File: config.mk
export PLATFORM = sky130hd
export DESIGN_NAME = irom_port_arbiter
export DESIGN_NICKNAME = d
export VERILOG_FILES = /design/src/rtl/irom_port_arbiter.sv
export SDC_FILE = /design/constraint.sdc
export NUM_CORES = 1
export LEC_CHECK = 0
export ABC_CLOCK_PERIOD_IN_PS = 2630
export CELL_PAD_IN_SITES_DETAIL_PLACEMENT = 1
export CELL_PAD_IN_SITES_GLOBAL_PLACEMENT = 2
export CORE_UTILIZATION = 10
export CTS_CLUSTER_DIAMETER = 120
export CTS_CLUSTER_SIZE = 25
export DETAILED_ROUTE_END_ITERATION = 7
export GPL_TIMING_DRIVEN = 0
export PLACE_DENSITY_LB_ADDON = 0.1
export SLEW_MARGIN = 20
export SYNTH_ARGS = -nofsm -noshare
export SYNTH_HDL_FRONTEND = slang
export SYNTH_SLANG_ARGS = --single-unit
File: constraint.sdc
create_clock -name clk_i -period 2.63 [get_ports clk_i]
set_clock_uncertainty 0.2 [all_clocks]
set_input_delay 0.526 -clock clk_i [delete_from_list [all_inputs] [get_ports clk_i]]
set_output_delay 0.526 -clock clk_i [all_outputs]
set_load 0.05 [all_outputs]
File: src/rtl/irom_port_arbiter.sv
// Arbiter that lets two requesters share the one synchronous i_rom read port.
// Front-end fetch (FE) has priority by default. The secondary load requester (LD)
// is forced through after MAX_WAIT_P consecutive denied cycles. One read is in
// flight at a time. Its returned word is steered to the requester that issued it.
// A redirect kills FE traffic.
module irom_port_arbiter #(
    parameter int WORD_SIZE_P = 16,
    parameter int MAX_WAIT_P  = 4
) (
    input  logic                   clk_i,
    input  logic                   reset_n_i,
    input  logic                   fe_v_i,
    input  logic [WORD_SIZE_P-1:0] fe_addr_i,
    output logic                   fe_ready_o,
    input  logic                   fe_flush_i,
    output logic                   fe_v_o,
    output logic [WORD_SIZE_P-1:0] fe_data_o,
    input  logic                   ld_v_i,
    input  logic [WORD_SIZE_P-1:0] ld_addr_i,
    output logic                   ld_ready_o,
    output logic                   ld_v_o,
    output logic [WORD_SIZE_P-1:0] ld_data_o,
    output logic                   rom_en_o,
    output logic [WORD_SIZE_P-1:0] rom_addr_o,
    input  logic [WORD_SIZE_P-1:0] rom_data_i
);

    localparam int CNT_W = (MAX_WAIT_P < 1) ? 1 : $clog2(MAX_WAIT_P + 1);
    localparam logic [CNT_W-1:0] MAX_CNT = CNT_W'(MAX_WAIT_P);

    // Records who owns the word that the ROM returns in the current cycle.
    typedef enum logic [1:0] {
        IDLE        = 2'd0,
        FE_INFLIGHT = 2'd1,
        FE_KILLED   = 2'd2,
        LD_INFLIGHT = 2'd3
    } state_t;

    state_t           state_reg, state_next;
    logic [CNT_W-1:0] wait_cnt_reg, wait_cnt_next;
    logic             force_ld;

    // LD has waited long enough, so it wins over FE this cycle.
    assign force_ld = ld_v_i && (wait_cnt_reg == MAX_CNT);

    // Grant logic. There is at most one grant per cycle, and it drives the ROM port directly.
    always_comb begin
        ld_ready_o = ld_v_i && (!fe_v_i || force_ld);
        fe_ready_o = fe_v_i && !ld_ready_o;
        rom_en_o   = fe_ready_o || ld_ready_o;
        rom_addr_o = ld_ready_o ? ld_addr_i : fe_addr_i;
    end

    // Next-state logic for the owner tracker and the LD starvation counter.
    always_comb begin
        state_next    = IDLE;
        wait_cnt_next = wait_cnt_reg;

        if (ld_ready_o) begin
            state_next = LD_INFLIGHT;
        end else if (fe_ready_o) begin
            // An FE read accepted while a redirect is active is still issued to
            // the ROM. Its returned word is dropped.
            state_next = fe_flush_i ? FE_KILLED : FE_INFLIGHT;
        end

        if (!ld_v_i || ld_ready_o) begin
            wait_cnt_next = '0;
        end else if (wait_cnt_reg != MAX_CNT) begin
            wait_cnt_next = wait_cnt_reg + 1'b1;
        end
    end

    // State registers. Reset discards any read that is in flight.
    always_ff @(posedge clk_i or negedge reset_n_i) begin
        if (!reset_n_i) begin
            state_reg    <= IDLE;
            wait_cnt_reg <= '0;
        end else begin
            state_reg    <= state_next;
            wait_cnt_reg <= wait_cnt_next;
        end
    end

    // Response steering. Data is zeroed whenever the matching valid is low.
    always_comb begin
        fe_v_o    = (state_reg == FE_INFLIGHT) && !fe_flush_i;
        ld_v_o    = (state_reg == LD_INFLIGHT);
        fe_data_o = fe_v_o ? rom_data_i : '0;
        ld_data_o = ld_v_o ? rom_data_i : '0;
    end

endmodule

; Word-level counts from Yosys, hierarchy flattened
; Cells that the tools add are included.
[totals]
regBits = 5
out_inout_bits = 53
wordCells = 27
input_bits = 53
[classes]
n_reduce_logical = 12
n_eq_ne = 4
n_addsub = 1
n_mux = 8
[op_table]
columns = cell, count
row1 = 16-bit 2-to-1 mux, 3
row2 = 2-bit 2-to-1 mux, 3
row3 = 3-bit 2-to-1 mux, 2
row4 = 1-bit logical AND, 4
row5 = 1-bit logical NOT, 4
row6 = 3-bit by 1-bit adder with 3-bit output (second input constant), 1
row7 = 3-bit equality test (second input constant), 1
row8 = 1-bit logical OR, 3
row9 = 3-bit != test (second input constant), 1
row10 = 2-bit by 1-bit equality test with 1-bit output (second input constant), 1
row11 = 2-bit equality test (second input constant), 1
row12 = 2-bit nonzero test, 1

; Depth between registers and ports, before layout
; Gate-level depths: netlist of run 1.
[depth]
ltp_word = 8
mapped_depth = 6

; Worst setup path after synthesis of run 1
; Ideal clock, no wire load.
[synth_path]
path_type = in2out
from = input fe_flush_i
to = output fe_data_o[10]
arrival_time_ns = 1.619
slack_ns = 0.285
stages = 3
required_ns = 1.904
path_cell_list = nor3b_2 buf_2 and2_1
[synth_between]
elab_chain_cells = 3
[synth_rtl]
columns = element, line_no
row1 = "start, declared", 15  ; input logic fe_flush_i,
row2 = 1-bit logical NOT, 87  ; fe_v_o = (state_reg == FE_INFLIGHT) && !fe_flush_i;
row3 = 1-bit logical AND, 87
row4 = via fe_v_o, 16  ; output logic fe_v_o,
row5 = 16-bit 2-to-1 mux, 89  ; fe_data_o = fe_v_o ? rom_data_i : '0;
row6 = "end, declared", 17  ; output logic [WORD_SIZE_P-1:0] fe_data_o,
; The timed path passes the listed nets, and every way through them passes these cells.

; Worst setup path in the final report of run 1
[layout_path]
from = input ld_v_i
to = output rom_en_o
[layout_between]
elab_chain_cells = 6
[layout_rtl]
columns = element, line_no
row1 = "start, declared", 18  ; input logic ld_v_i,
row2 = 1-bit logical AND, 44  ; assign force_ld = ld_v_i && (wait_cnt_reg == MAX_CNT);
row3 = 1-bit logical OR, 48  ; ld_ready_o = ld_v_i && (!fe_v_i || force_ld);
row4 = 1-bit logical AND *, 48
row5 = 1-bit logical NOT, 49  ; fe_ready_o = fe_v_i && !ld_ready_o;
row6 = 1-bit logical AND, 49
row7 = 1-bit logical OR *, 50  ; rom_en_o = fe_ready_o || ld_ready_o;
row8 = "end, declared", 23  ; output logic rom_en_o,
; Every way passes the cells marked *; elsewhere a longest branch is shown, timed or not.

==> results.ini, run 1 <==
[critical_path]
crit_path_top_delay_cell = clkdlybuf4s50_1
cpPeakStageDelay_ps = 720
crit_arrival_ps = 1850
path_delay_family = buffers and inverters
crit_buf_inv = 2
crit_fanout = 4
crit_path_start_kind = input pin
critPathKind = input pin to output port
cp-end-kind = output port
worstPathRequired_ps = 1900
cp_cell_sequence = dlygate4sd2_1 > or2_2 > clkdlybuf4s50_1

[synth]
synth_cell_types = 20
synth_top_family_by_area = simple AND/OR/NAND/NOR gates
synth_compound_area_frac = 0.03697
ys.warnings.count = 0
synth_adder_area_share = 0.03521
syn_area_um2 = 710.7
synth.ff_latch_count = 5
synthSimpleGateAreaFrac = 0.3750
synth_nets = 135
syn-instance-count = 80
synth_area_per_cell_um2 = 8.884
synth_mux_area_frac = 0.3046
ys_seq_area_frac = 0.1761
synth_xor_area_frac = 0

[timing]
max_freq_mhz = 388.5
finalSetupViolations = 0
slew_violations = 0
worstMarginPinSlew_ps = 518.9
timing.slew.headroom = 0.6530
whs_ps = 325.8
rsz0062_at_grt = false
hold_violations = 0
period_needed_ps = 2574
min_period_over_period = 0.9788

[clocking]
clock_path_buffers = 2
cts_max_level = 1
cts.sinks = 5
numCtsBuffers = 3
cts_root_buf = clkbuf_8
clk_pin_slew_ps = 40
hold_buffers = 0
cts_tree = yes
insertion_delay_ps = 220

[pwr]
leakage_nw = 0.9611
total_power_mw = 0.6321
p_per_area_nw_per_um2 = 330.2
internal_power_mw = 0.3628
ir_worst_vdd_mv = 0.09661
pwr-share-comb = 0.633
power_switching_mw = 0.2693
pwr-share-clk = 0.228
netSwitchingFraction = 0.4261
seqPwrFrac = 0.140

[global_routing]
global_route.usage.total = 0.08799
antenna_found_initial = 0
first_global_vias = 1049
grt_pass1_wl_mm = 5.223
grt_overflow = 0
grt_max_degree = 11

[placed_design]
numPortBuffers = 105
dp_hpwl_mm = 2.826
place_area_um2 = 1882
gp_congestion = 0.6722

[die]
design.die.area_um2 = 7448
die_h_um = 86.30
rows = 30
core_region_area_um2 = 6832
floorplan.initialDensity = 0.1040
num_io_pins = 106
die_w_um = 86.30

[detailed_routing]
viasPerCell = 3.588
drcViolationCount = 0
detail_route.wl_per_cell_um = 11.62
drt_wl_total_mm = 3.380
firstDrtPassIters = 4
postRouteAntennaNets = 0
first_iter_violations = 18
num_vias = 1044

[cells_and_area]
area.growth.synth_to_final_pct = 169.4
final_nets = 251
postLayoutCellArea_um2 = 1914
largest_reg_flops = 3
layout-drive-gt1-share = 0.3795
n_antenna_cell = 0
post-route-util = 0.2802
fillers = 823

[flow_run]
cap_violations = 0

[min_path]
worstHoldPathType = input pin to async pin

[run_status]
outcome = finished, final reports clean

-- path summary, 6_finish.rpt --
kind | slack (ps) | start | to | cells after the start
worst max register to register | 1140 | wait_cnt_reg[1] | state_reg[0] | 6
worst min-delay path | 330 | reset_n_i | wait_cnt_reg[2] | 1
min in group clk_i | 330 | wait_cnt_reg[0] | wait_cnt_reg[0] | 2
worst min register to register | 330 | wait_cnt_reg[0] | wait_cnt_reg[0] | 2
worst max-delay path | 60 | ld_v_i | rom_en_o | 3
max in group asynchronous | 1710 | reset_n_i | state_reg[0] | 1
-- placed cells by master, fill, tap and decap left out, types with 2 or more instances in the layout --
cell,netlist,final
and3_1,16,16
clkbuf_8,0,3
or2_2,2,2
clkbuf_2,0,6
clkdlybuf4s50_1,0,51
dfrtp_1,5,5
and2_1,17,17
buf_6,0,16
clkdlybuf4s15_1,0,4
mux2_2,9,9
nor2_1,4,4
mux2_4,7,7
nand2_1,3,3
buf_2,1,8
clkbuf_1,2,3
dlygate4sd2_1,0,10
buf_8,0,2
inv_1,4,4
buf_4,0,14
-- power by group through the flow --
stage / Combinational (mW) / Clock, mW / Sequential, mW
6_report: 0.400 / 0.144 / 0.0883
5_1_grt: 0.421 / 0.154 / 0.0902
4_1_cts: 0.395 / 0.150 / 0.0892
3_5_place_dp: 0.398 / 0 / 0.0901
3_3_place_gp: 0.396 / 0 / 0.0891
2_1_floorplan: 0.224 / 0 / 0.0860
-- routing by layer --
layer | up-vias | routed length, um | GRT usage
li1 | 500 | - | -
met1 | 488 | 1334 | 0.1041
met2 | 56 | 1748 | 0.1587
met3 | 0 | 297 | 0.02381
met4 | 0 | 0 | 0.01818
met5 | - | 0 | 0
-- repair_timing --
| item | 4_1_cts | 5_1_grt |
|---|---|---|
| gates cloned | 1 | 0 |
| resized for setup | 217 | 46 |
| endpoints found under the hold margin | 0 | 0 |
| pin swaps | 2 | 2 |
| setup endpoints to repair | 53 | 35 |
| buffers inserted | 6 | 1 |
-- cell usage after synthesis --
cell      count  area, um^2
nand2_1       3       11.26
a21oi_1       1       5.000
and2_4        1       8.760
o21ai_4       1       16.27
buf_2         1       5.000
nor2_1        4       15.01
buf_12        1       20.02
or2_2         2       12.51
inv_2         1       3.750
mux2i_1       1       10.01
mux2_2        9       101.4
and3_1       16       100.1
mux2_4        7       105.1
o21ai_0       1       5.000
dfrtp_1       5       125.1
nor3b_2       1       12.51
inv_1         4       15.01
and2_1       17       106.4
clkbuf_1      2       7.510
ha_1          2       25.02
-- cells by family (layout without fill, tap and decap cells) --
family | count (synthesis) | count (layout)
simple gates | 44 | 44
fa+ha+maj | 2 | 2
compound gates | 3 | 3
flops | 5 | 5
mux | 17 | 17
buf+inv | 9 | 124
-- per-stage QoR --
step	cells	TNS [ps]	setup slack, ps
after floorplan	80	0	285.4
after global placement	281	-25120	-864.7
after detailed placement	281	-25260	-873.0
after CTS	292	0	6.961
after global routing	291	0	0.7223
final	291	0	55.73
-- layout make-up --
class / instances / area (um^2) / area share
multi-input combinational: 66 / 543.0 / 0.2837
buffer: 3 / 15.01 / 0.007843
inverter: 5 / 18.77 / 0.009804
sequential: 5 / 125.1 / 0.06536
tap: 96 / 120.1 / 0.06274
clock buffer: 4 / 45.04 / 0.02353
timing repair buffer: 112 / 1047 / 0.5471
Note: power is estimated with default switching activity, not from simulation.
==> run 2: changes to the inputs <==
- HOLD_SLACK_MARGIN: default -> 0.12
==> results of run 2 <==
No change in the layout: final DEF, timing and power equal those of run 1.
==> run 3: changes to the inputs <==
- CAP_MARGIN: default -> 15
- REMOVE_ABC_BUFFERS: default -> 1
==> run 3 against run 2 <==
  * Utilization increased by 0.84 points
  * Largest power group unchanged
  * Via count down 1.2%
  * Design area grew 3.0%
==> results.ini, run 3 (synthesis results as in run 1) <==
[clocking]
insertion_delay_ps = 220
cts_max_level = 1
clk_pin_slew_ps = 40
numCtsBuffers = 3
cts.sinks = 5
clock_path_buffers = 2
cts_tree = yes
cts_root_buf = clkbuf_8
hold_buffers = 0

[die]
floorplan.initialDensity = 0.1040
num_io_pins = 106
die_h_um = 86.30
design.die.area_um2 = 7448
rows = 30
core_region_area_um2 = 6832
die_w_um = 86.30

[cells_and_area]
area.growth.synth_to_final_pct = 177.5
layout-drive-gt1-share = 0.3455
final_cell_count_no_fill = 287
n_antenna_cell = 0
final_nets = 247
postLayoutCellArea_um2 = 1972
final_common_cell = clkdlybuf4s50_1
post-route-util = 0.2886
final_cell_mix = clkdlybuf4s50_1 (50), dlygate4sd2_1 (20), and2_1 (17)
largest_reg_flops = 3

[pwr]
ir_worst_vdd_mv = 0.1061
p_per_area_nw_per_um2 = 322.6
leakage_nw = 1.024

[timing]
finalSetupViolations = 0
hold_violations = 0
timing.slew.headroom = 0.6452
rsz0062_at_grt = true
min_period_over_period = 0.9729
worstMarginPinSlew_ps = 534.3
period_needed_ps = 2559
slew_violations = 0
whs_ps = 320.2
max_freq_mhz = 390.8

[min_path]
worstHoldPathType = input pin to async pin

[detailed_routing]
detail_route.wl_per_cell_um = 11.86
num_vias = 1031
firstDrtPassIters = 2
postRouteAntennaNets = 0
drt_wl_total_mm = 3.405
first_iter_violations = 23
drcViolationCount = 0
viasPerCell = 3.592

[global_routing]
grt_overflow = 0
grt_max_degree = 19
global_route.usage.total = 0.08261
first_global_vias = 1056
grt_pass1_wl_mm = 4.830
antenna_found_initial = 0

[critical_path]
critPathKind = register to output port
crit_fanout = 6
crit_arrival_ps = 1830
crit_path_start_kind = register
rrSetupSlack_ps = 1080
cp-end-kind = output port
worstPathRequired_ps = 1900

[run_status]
outcome = finished, final reports clean

[placed_design]
numPortBuffers = 105
dp_hpwl_mm = 2.696
place_area_um2 = 1849
gp_congestion = 0.7009
dp_cells = 277

[flow_run]
cap_violations = 0

==> run 3: cell count changes in the layout (fill, tap and decap cells not counted), moves of 7 or more <==
cell / before / now
buf_4: 14 / 5
dlygate4sd2_1: 10 / 20
buf_6: 16 / 8
mux2_2: 9 / 2
mux2_4: 7 / 14
clkbuf_4: 0 / 13
==> run 3: per-layer routing <==
metal  wire (um)  vias to the layer above  GRT usage  part of all wire
met2        1954                       72     0.1768              0.57
met3         328                        4    0.02000             0.096
li1            -                      492          -                 -
met4          43                        0    0.03182             0.013
met5           0                        -          0                 0
met1        1078                      463    0.07143              0.32
==> run 3: repair_timing <==
action,CTS,global route
gates resized for setup,201,54
endpoints found under the setup margin,53,31
gates cloned,0,1
pin swaps,2,1
setup buffers,4,1
==> run 3: power by group <==
group	total [mW]	internal, mW	switching (mW)
clock	0.139	0.104	0.0347
sequential	0.0923	0.0811	0.0112
combinational	0.405	0.186	0.219
==> run 3: area by class of cell <==
class	instances	area [um^2]
Fill cell	813	4860
Clock buffer	4	45.04
Timing Repair Buffer	111	1094
Sequential cell	5	125.1
Multi-Input combinational cell	66	569.3
Tap cell	96	120.1
Inverter	5	18.77
==> run 3: worst max-delay path, cell delays in order, from the launching register on <==
cell	delay [ps]
dfrtp_1	330
inv_1	50
ha_2	180
and2_4	170
o21ai_4	220
clkbuf_16	200
mux2_4	310
buf_8	150
==> run 3: worst paths after layout <==
| path | end | cells after the start | from |
|---|---|---|---|
| worst max-delay path | rom_addr_o[3] | 7 | wait_cnt_reg[0] |
| min in group clk_i | wait_cnt_reg[0] | 2 | wait_cnt_reg[0] |
| worst max register to register | state_reg[0] | 6 | wait_cnt_reg[0] |
| worst min-delay path | wait_cnt_reg[0] | 1 | reset_n_i |
| max in group asynchronous | state_reg[1] | 1 | reset_n_i |
| worst min register to register | wait_cnt_reg[0] | 2 | wait_cnt_reg[0] |
==> run 3: through the flow <==
step | power (mW) | worst slack [ps] | TNS, ps
after global placement | 0.4792 | -966.7 | -31630
final | 0.6361 | 71.27 | 0
after detailed placement | 0.4816 | -989.2 | -32590
after floorplan | 0.3044 | -109.6 | -1754
after CTS | 0.6066 | -9.847 | -9.847
after global routing | 0.6689 | -9.875 | -19.21
